==> src/rtl/bc_pkg.sv <==
// Shared types and helpers for the Bulls-and-Cows round controller.
package bc_pkg;

  // state | meaning
  // IDLE  | waiting for the first save after reset
  // PLAY  | round in progress, guesses are counted
  // WIN   | last guess scored four bulls
  // LOSE  | all allowed attempts used without a win
  typedef enum logic [1:0] {
    ST_IDLE = 2'd0,
    ST_PLAY = 2'd1,
    ST_WIN  = 2'd2,
    ST_LOSE = 2'd3
  } bc_state_e;

  // Largest attempt count the 4-bit try counter can hold.
  localparam int MAX_TRIES_LIM = 15;

  // Highest legal bull/cow count; larger inputs are clamped to this.
  localparam logic [2:0] RES_MAX = 3'd4;

  localparam logic [6:0] SEG_BLANK = 7'h00;

  // Active-high {g,f,e,d,c,b,a} pattern for 0..9; blank or out-of-range gives all off.
  function automatic logic [6:0] seg_decode(input logic [3:0] val, input logic blank);
    logic [6:0] s;
    s = SEG_BLANK;
    if (!blank) begin
      case (val)
        4'd0:    s = 7'h3F;
        4'd1:    s = 7'h06;
        4'd2:    s = 7'h5B;
        4'd3:    s = 7'h4F;
        4'd4:    s = 7'h66;
        4'd5:    s = 7'h6D;
        4'd6:    s = 7'h7D;
        4'd7:    s = 7'h07;
        4'd8:    s = 7'h7F;
        4'd9:    s = 7'h6F;
        default: s = SEG_BLANK;
      endcase
    end
    return s;
  endfunction

endpackage

==> src/rtl/bc_round_ctrl_if.sv <==
// Game-side signal bundle: raw buttons and score in, strobe, status and display out.
interface bc_round_ctrl_if;
  logic       save_btn;
  logic       guess_btn;
  logic [2:0] bulls;
  logic [2:0] cows;
  logic       save;
  logic [1:0] state;
  logic [3:0] tries;
  logic       win;
  logic       lose;
  logic [6:0] seg;
  logic [3:0] an;

  // Board / button side.
  modport master (
    output save_btn, guess_btn, bulls, cows,
    input  save, state, tries, win, lose, seg, an
  );

  // Round controller side.
  modport slave (
    input  save_btn, guess_btn, bulls, cows,
    output save, state, tries, win, lose, seg, an
  );
endinterface

==> src/rtl/bc_btn_sync.sv <==
// Brings a raw asynchronous button into the clock domain and emits a
// single-cycle pulse on each press, however long the button is held.
module bc_btn_sync (
  input  logic clk,
  input  logic rst_n,
  input  logic btn,
  output logic pulse
);

  logic sync1;
  logic sync2;
  logic sync_d;

  // Two-flop synchronizer followed by a delayed copy for rising-edge detection.
  always_ff @(posedge clk) begin
    if (!rst_n) begin
      sync1  <= 1'b0;
      sync2  <= 1'b0;
      sync_d <= 1'b0;
    end else begin
      sync1  <= btn;
      sync2  <= sync1;
      sync_d <= sync2;
    end
  end

  assign pulse = sync2 & ~sync_d;

endmodule

==> src/rtl/bc_round_ctrl.sv <==
// Round controller: debounced buttons, game FSM, try counter, last-result
// latches and the 4-digit multiplexed 7-segment scan.
//
// state | meaning
// IDLE  | no round started yet; guesses ignored
// PLAY  | counting guesses, latching each result
// WIN   | four bulls seen; result frozen until save
// LOSE  | MAX_TRIES reached without a win; frozen until save
module bc_round_ctrl
  import bc_pkg::*;
#(
  parameter int MAX_TRIES = 10,
  parameter int SCAN_DIV  = 50000
) (
  input  logic            clk,
  input  logic            rst_n,
  bc_round_ctrl_if.slave  bus
);

  localparam logic [3:0]       MAX_T    = 4'(MAX_TRIES);
  localparam int               CNT_W    = $clog2(SCAN_DIV);
  localparam logic [CNT_W-1:0] CNT_LAST = CNT_W'(SCAN_DIV - 1);

  logic save_p;
  logic guess_p;

  bc_btn_sync u_save_sync (
    .clk   (clk),
    .rst_n (rst_n),
    .btn   (bus.save_btn),
    .pulse (save_p)
  );

  bc_btn_sync u_guess_sync (
    .clk   (clk),
    .rst_n (rst_n),
    .btn   (bus.guess_btn),
    .pulse (guess_p)
  );

  bc_state_e  state_q, state_d;
  logic [3:0] tries_q, tries_d;
  logic [2:0] lb_q, lb_d;
  logic [2:0] lc_q, lc_d;
  logic       save_q, save_d;
  logic       win_q;
  logic       lose_q;

  // Next-state and datapath decisions; save has priority over guess in every state.
  always_comb begin
    state_d = state_q;
    tries_d = tries_q;
    lb_d    = lb_q;
    lc_d    = lc_q;
    save_d  = 1'b0;
    if (save_p) begin
      save_d  = 1'b1;
      tries_d = 4'd0;
      lb_d    = 3'd0;
      lc_d    = 3'd0;
      state_d = ST_PLAY;
    end else begin
      case (state_q)
        ST_PLAY: begin
          if (guess_p) begin
            lb_d    = (bus.bulls > RES_MAX) ? RES_MAX : bus.bulls;
            lc_d    = (bus.cows  > RES_MAX) ? RES_MAX : bus.cows;
            tries_d = tries_q + 4'd1;
            if (bus.bulls >= RES_MAX)  state_d = ST_WIN;
            else if (tries_d == MAX_T) state_d = ST_LOSE;
          end
        end
        default: ;
      endcase
    end
  end

  // Game state register; win/lose follow the next state so all change together.
  always_ff @(posedge clk) begin
    if (!rst_n) begin
      state_q <= ST_IDLE;
      tries_q <= 4'd0;
      lb_q    <= 3'd0;
      lc_q    <= 3'd0;
      save_q  <= 1'b0;
      win_q   <= 1'b0;
      lose_q  <= 1'b0;
    end else begin
      state_q <= state_d;
      tries_q <= tries_d;
      lb_q    <= lb_d;
      lc_q    <= lc_d;
      save_q  <= save_d;
      win_q   <= (state_d == ST_WIN);
      lose_q  <= (state_d == ST_LOSE);
    end
  end

  logic [CNT_W-1:0] cnt_q;
  logic [3:0]       an_q, an_d;
  logic [6:0]       seg_q;
  logic [3:0]       digit;
  logic             blank;
  logic             tens;
  logic [3:0]       ones;

  // Pick the digit for the enable that will be active after this edge.
  always_comb begin
    an_d  = (cnt_q == CNT_LAST) ? {an_q[2:0], an_q[3]} : an_q;
    tens  = (tries_q >= 4'd10);
    ones  = tens ? (tries_q - 4'd10) : tries_q;
    blank = 1'b0;
    case (an_d)
      4'b1000: begin
        digit = {3'b000, tens};
        blank = ~tens;
      end
      4'b0100: digit = ones;
      4'b0010: digit = {1'b0, lb_q};
      default: digit = {1'b0, lc_q};
    endcase
  end

  // Scan counter, digit enable rotation and registered segment pattern.
  always_ff @(posedge clk) begin
    if (!rst_n) begin
      cnt_q <= '0;
      an_q  <= 4'b0001;
      seg_q <= 7'h3F;
    end else begin
      cnt_q <= (cnt_q == CNT_LAST) ? '0 : cnt_q + 1'b1;
      an_q  <= an_d;
      seg_q <= seg_decode(digit, blank);
    end
  end

  assign bus.save  = save_q;
  assign bus.state = state_q;
  assign bus.tries = tries_q;
  assign bus.win   = win_q;
  assign bus.lose  = lose_q;
  assign bus.seg   = seg_q;
  assign bus.an    = an_q;

endmodule

==> src/flat_wrapper.sv <==
// flat-port wrapper written by rule: the top's interface ports become plain ports
module bc_round_ctrl_flat import bc_pkg::*;
#(
  parameter int MAX_TRIES = 10,
  parameter int SCAN_DIV  = 50000
)
  (clk, rst_n, bus_save_btn, bus_guess_btn, bus_bulls, bus_cows, bus_save, bus_state, bus_tries, bus_win, bus_lose, bus_seg, bus_an);
  bc_round_ctrl_if bus_i ();
  input  logic clk;
  input  logic rst_n;
  input wire logic [$bits(bus_i.save_btn)-1:0] bus_save_btn;
  input wire logic [$bits(bus_i.guess_btn)-1:0] bus_guess_btn;
  input wire logic [$bits(bus_i.bulls)-1:0] bus_bulls;
  input wire logic [$bits(bus_i.cows)-1:0] bus_cows;
  output wire logic [$bits(bus_i.save)-1:0] bus_save;
  output wire logic [$bits(bus_i.state)-1:0] bus_state;
  output wire logic [$bits(bus_i.tries)-1:0] bus_tries;
  output wire logic [$bits(bus_i.win)-1:0] bus_win;
  output wire logic [$bits(bus_i.lose)-1:0] bus_lose;
  output wire logic [$bits(bus_i.seg)-1:0] bus_seg;
  output wire logic [$bits(bus_i.an)-1:0] bus_an;
  assign bus_i.save_btn = bus_save_btn;
  assign bus_i.guess_btn = bus_guess_btn;
  assign bus_i.bulls = bus_bulls;
  assign bus_i.cows = bus_cows;
  assign bus_save = bus_i.save;
  assign bus_state = bus_i.state;
  assign bus_tries = bus_i.tries;
  assign bus_win = bus_i.win;
  assign bus_lose = bus_i.lose;
  assign bus_seg = bus_i.seg;
  assign bus_an = bus_i.an;
  bc_round_ctrl #(.MAX_TRIES(MAX_TRIES), .SCAN_DIV(SCAN_DIV)) u_core (.clk(clk), .rst_n(rst_n), .bus(bus_i));
endmodule
==> config.mk <==
export PLATFORM = sky130hd
export DESIGN_NAME = bc_round_ctrl_flat
export DESIGN_NICKNAME = d
export VERILOG_FILES = /design/src/rtl/bc_pkg.sv /design/src/rtl/bc_round_ctrl_if.sv /design/src/rtl/bc_btn_sync.sv /design/src/rtl/bc_round_ctrl.sv /design/src/flat_wrapper.sv
export SDC_FILE = /design/constraint.sdc
export NUM_CORES = 1
export LEC_CHECK = 0
export CAP_MARGIN = 20
export CELL_PAD_IN_SITES_DETAIL_PLACEMENT = 2
export CELL_PAD_IN_SITES_GLOBAL_PLACEMENT = 2
export CORE_ASPECT_RATIO = 0.6
export CORE_UTILIZATION = 37
export CTS_CLUSTER_DIAMETER = 100
export DETAILED_ROUTE_END_ITERATION = 12
export PLACE_DENSITY_LB_ADDON = 0.1
export REMOVE_ABC_BUFFERS = 1
export SYNTH_ARGS = -nofsm -noshare
export SYNTH_HDL_FRONTEND = slang
export SYNTH_SLANG_ARGS = --single-unit
==> constraint.sdc <==
create_clock -name clk -period 4.1 [get_ports clk]
set_input_delay 0.41 -clock clk [delete_from_list [all_inputs] [get_ports clk]]
set_output_delay 0.41 -clock clk [all_outputs]
set_load 0.02 [all_outputs]
# == After elaboration in Yosys (flattened, before gate mapping) ==
# Memory sizes are Yosys's and may differ from the RTL's.
# Index checks and enable logic that the tools add are counted.
# word_totals
regBits,48
mem_bits_ro,112
wordCells,56
input_bits,10
output_inout_bits,20
n_memories,1
# memory_table
name,depth,width,rd,rd_ports_with_merged_regs,wr,line_no,text
(name not given),16,7,1,0,0,bc_pkg.sv:29,case (val)
# classes
bitwise_logic,6
n_mux,13
eq_ne,8
n_reduce_logical,4
order_cmp,4
add_sub_neg,3
# op_table
op,count
$add 16x1->16 const B,1
$eq 16x16->1 const B,1
$pmux 4 s3,1
$mux 2,5
$eq 4x4->1 const B,2
$mux 4,2
$gt 3x3->1 const B,2
$mux 3,2
$mux 6,1
$reduce_or 2->1,3
$add 4x1->4 const B,1
$eq 2x2->1 const B,2
$eq 4x2->1 const B,1
$eq 4x3->1 const B,1
$ge 4x4->1 const B,1
$not 1->1,4
$sub 4x4->4 const B,1
$ge 3x3->1 const B,1
$and 1x1->1,2
$eq 2x1->1 const B,1
$mux 1,2
$reduce_and 2->1,1

# == Longest topological paths before layout ==
# depth
depth_word,8
mapped_depth,13
ltp_nobuf,11

# == Cells and area by module ==
# Synthesis repeated with hierarchy kept, for this count alone.
# unflattened
cells_unflattened,268
area_unflattened_um2,2423.6
# by_module_without_submodules
module,n_inst,area_each_um2,seq_area_each_um2,cells_each
bc_round_ctrl,1,2238.4,840.8,254
bc_btn_sync,2,92.6,60.1,7

# == Worst setup path after synthesis ==
# Ideal clock, no wire load.
# synth_path
path_type,register to register
startpoint,reg u_core.cnt_q[0]
endpoint,"reg u_core.seg_q[6], in the netlist u_core.bus.seg[6]"
path_stages_with_launch,13
n_path_buf,2
period_less_slack_ns,2.679
setup_time_ns,0.088
arrival_time_ns,2.591
required_ns,4.012
slack_ns,1.421
path_cell_list,dfxtp_1 > ha_1 > and3_1 > buf_2 > and4_4 > buf_6 > mux2_1 > a32oi_1 > and2_1 > o21ai_0 > ha_1 > a21o_1 > a311oi_2
# synth_between
elab_chain_cells,5
elab_cells_between_ends,9
cone_classes,eq/ne: 4; mux: 3; reduce/logical: 1; memory: 1
# synth_rtl
item,line_no,text
start: declaration,bc_round_ctrl.sv:99,logic [CNT_W-1:0] cnt_q;
start signal: assignment,bc_round_ctrl.sv:131,cnt_q <= (cnt_q == CNT_LAST) ? '0 : cnt_q + 1'b1;
$eq 16x16->1 (*),bc_round_ctrl.sv:109,"an_d = (cnt_q == CNT_LAST) ? {an_q[2:0], an_q[3]} : an_q;"
$mux 4 (*),bc_round_ctrl.sv:109,
"$eq 4x2->1, or another cell as far along",bc_round_ctrl.sv:113,case (an_d)
$pmux 4 s3 / $mux 1 (equally long branches),bc_round_ctrl.sv:113,
$mem_v2 16x7 / $reduce_or 2->1 (equally long branches),n/a,
end signal: assignment,bc_round_ctrl.sv:133,"seg_q <= seg_decode(digit, blank);"
end: declaration,bc_round_ctrl.sv:101,logic [6:0] seg_q;
# Every way passes the cells marked *; elsewhere a longest branch is shown, timed or not.
# A chain may end at the register's enable or synchronous reset.

# == Final worst setup path ==
# layout_path
startpoint,reg u_core.cnt_q[0]
endpoint,"reg u_core.seg_q[3], in the netlist u_core.bus.seg[3]"
# layout_between
elab_chain_cells,6
elab_cells_between_ends,9
cone_classes,eq/ne: 4; mux: 4; memory: 1
# layout_rtl
item,line_no,text
$eq 16x16->1 (*),bc_round_ctrl.sv:109,
$mux 4 (*),bc_round_ctrl.sv:109,
"$eq 4x2->1, or another cell as far along",bc_round_ctrl.sv:113,
$pmux 4 s3,bc_round_ctrl.sv:113,
$mem_v2 16x7,n/a,
$mux 6 (*),bc_pkg.sv:28,if (!blank) begin
# Marks and branches as above.

==> impl_results.md <==
- Max Slew Vio Count: 0
- Hold depth: 1
- First-pass GRT wire length: ~12,000 um
- Num ports: 30
- Final worst-path cycle share: between 70% and 80%
- Worst-Margin Slew: 788 ps
- Clock Tree Buf Depth: 2
- Dominant cells by area after synthesis: dfxtp_1 38%, ha_1 6.5%, nor2_1 5.2%, nand2_1 3.9%, xnor2_1 3.1%
- Share of post-route cells with drive strength above 1: under 10%
- Critical Path Source Type: flip-flop
- Wire length per cell: roughly 18 um
- Tot Pwr: 1.01 mW
- Commonest non-fill, non-tap cell in the layout: dfxtp_1
- I/O Buffers: 29
- Pwr/cell area: between 300 and 400 nW/um^2
- Sequential fraction of the synthesis area: 38.2%
- Drt drc: 0
- Reg2reg path depth: 10
- MaxCap Viol Count: 0
- YS warnings: 0
- CTS Hold Bufs: 0
- R2R Setup Slk: around 920 ps
- Total GRT Usage: a little under a quarter
- DPL Wire Length: 5370 um
- CP arrival: 3370 ps
- Clock sink count: 48
- Achievable frequency: ~0.31 GHz
- Chip height: roughly 66 um
- Syn Inst Count: roughly 280
- Final hold viol count: 0
- Post-synth EDFFs: 0
- Fin crit period: around 3200 ps
- Cells after DPL: 384
- CP endpoint kind: flip-flop
- Maximum fanout along the worst path: 10
- Layout area overhead: 20.3%
- Via density: ~5.4
- Final setup vio count: 0
- CTS tree: built
- Leading area contributor after synthesis: dfxtp_1
- Setup bufs post-CTS: 0
- Max H-tree Level: 2
- Place WS: 1020 ps
- First-pass DRT Iterations: 4
- Status: completed
- Avg Synthesized Cell Area: roughly 8.9 sq um
- Syn Std Cell Area: 2510 sq um
- Post-synth ARST share: 0%
- Worst hold path type: flip-flop to flip-flop
- Total die area: approximately 7100 sq um
- Root Buffer: clkbuf_16
- Area fraction of the dominant cell type after synthesis: about two fifths
- Slew HR: between 40% and 50%
- Top FF cell, synth: dfxtp_1
- Core ar.: 6330 sq um
- Die width: 108 um
- Yosys cell types: between 50 and 60
- Largest net degree at the start of global routing: 20
- Vias in the first global route: 2,294
- TritonCTS Buffers: 5
- Initial core utilization: about two fifths
- Commonest non-fill, non-tap cells in the layout: 48 x dfxtp_1, 35 x nor2_1, 29 x clkdlybuf4s50_1, 26 x nand2_1
- Fin cells: around 390
- Worst vdd ir: 0.251 mV
- # diodes: 0
- Setup CP Type: flip-flop to flip-flop
- Yosys reg bits: 48
- Clk_lat worst skew: 290 ps
- Post-DRT Antenna Nets: 0
- Clock skew: 5.58 ps
- Drt initial violations: 93
- Total Nets Final: between 300 and 400
- Post-route setup slack: slightly above 900 ps
- Util after Layout: 47.8%
- Row cnt: 22
- PostCTS Resize Cnt: 0
- TNS Setup: 0 ps
- DR vias: roughly 2,100
- GPL Wtd Cong: ~0.79
- GR Overflow Total: 0
- Reg clk slew, reported paths: ~70 ps
- DRT Wirelength: between 7000 and 8000 um
- Initial antenna violation count: 0
- RSZ-0062 raised after global routing: no
- Critical Path RT: approximately 4300 ps
- P_leak: between 1 and 1.5 nW
## synthesized netlist by cell type (4+ instances only)
library cell  count
a21boi_0          4
ha_1             13
o21ai_0           7
nand2_1          26
and3_1            4
dfxtp_1          48
nor2_1           35
xor2_1            9
xnor2_1           9
nand2b_1          4
and2_1            8
nand3_1          12
inv_1            13
a21oi_1          11
o2111ai_1         7
mux2i_1           4
nor3b_1           8
clkbuf_1          8
## worst paths after layout
path,to,from
max reg2reg,u_core.bus.seg[3]$_SDFF_PN1_,u_core.cnt_q[0]$_SDFF_PP0_
min reg2reg,u_core.u_guess_sync.sync2$_SDFF_PN0_,u_core.u_guess_sync.sync1$_SDFF_PN0_
min,u_core.u_guess_sync.sync2$_SDFF_PN0_,u_core.u_guess_sync.sync1$_SDFF_PN0_
max,u_core.bus.seg[3]$_SDFF_PN1_,u_core.cnt_q[0]$_SDFF_PP0_
## registers in the layout (all words and copies together) (netlist names), 2 cells and up
signal	count
u_core.bus.seg	7
u_core.bus.tries	4
u_core.cnt_q	16
u_core.lc_q	3
u_core.lb_q	3
u_core.bus.state	2
u_core.bus.an	4
## stage by stage
step	cell area [sq um]	hold WS (ps)
after floorplan	2440	397
final	3020	445
after global placement	2850	415
after detailed placement	2850	434
after global routing	3020	465
after CTS	3020	450
## final cells by class
cell class,instances,area (sq um)
flip-flops and latches,48,961
clock inverters,2,38.8
inverters,13,48.8
well taps,84,105
clock buffers,6,139
repair buffers,30,298
fillers,689,3310
multi-input cells,209,1430
## cell families (layout without fill, tap and decap cells)
kind of cell / Yosys count / in the layout / synth area share (%)
buffers and inverters: 26 / 51 / 4.73
AND/OR/NAND/NOR: 120 / 120 / 26.5
multiplexers: 9 / 9 / 3.98
AO/OA/AOI/OAI: 49 / 49 / 13.8
adder cells (fa/ha/maj): 13 / 13 / 6.47
flip-flops: 48 / 48 / 38.2
XOR/XNOR: 18 / 18 / 6.27
## metal layers
layer	global-route usage [%]	part of all wire (%)
met5	0	0
met1	31.4	51
met4	5.07	0.92
met2	36.2	44
met3	4.73	3.4
## report_power, final
group	internal (mW)	switching (mW)
Clock	0.306	0.185
Sequential	0.472	0.00535
Combinational	0.0182	0.0194
Total	0.796	0.210
## worst max-delay path, cell delays in order, from the launching register on
cell and delay (ps):
dfxtp_1 390, ha_1 220, and3_1 340, and4_4 390
mux2_1 380, a32oi_1 290, and2_1 190, o21ai_0 180
ha_1 350, inv_1 50, o311ai_1 300
Note: power is estimated with default switching activity, not from simulation.
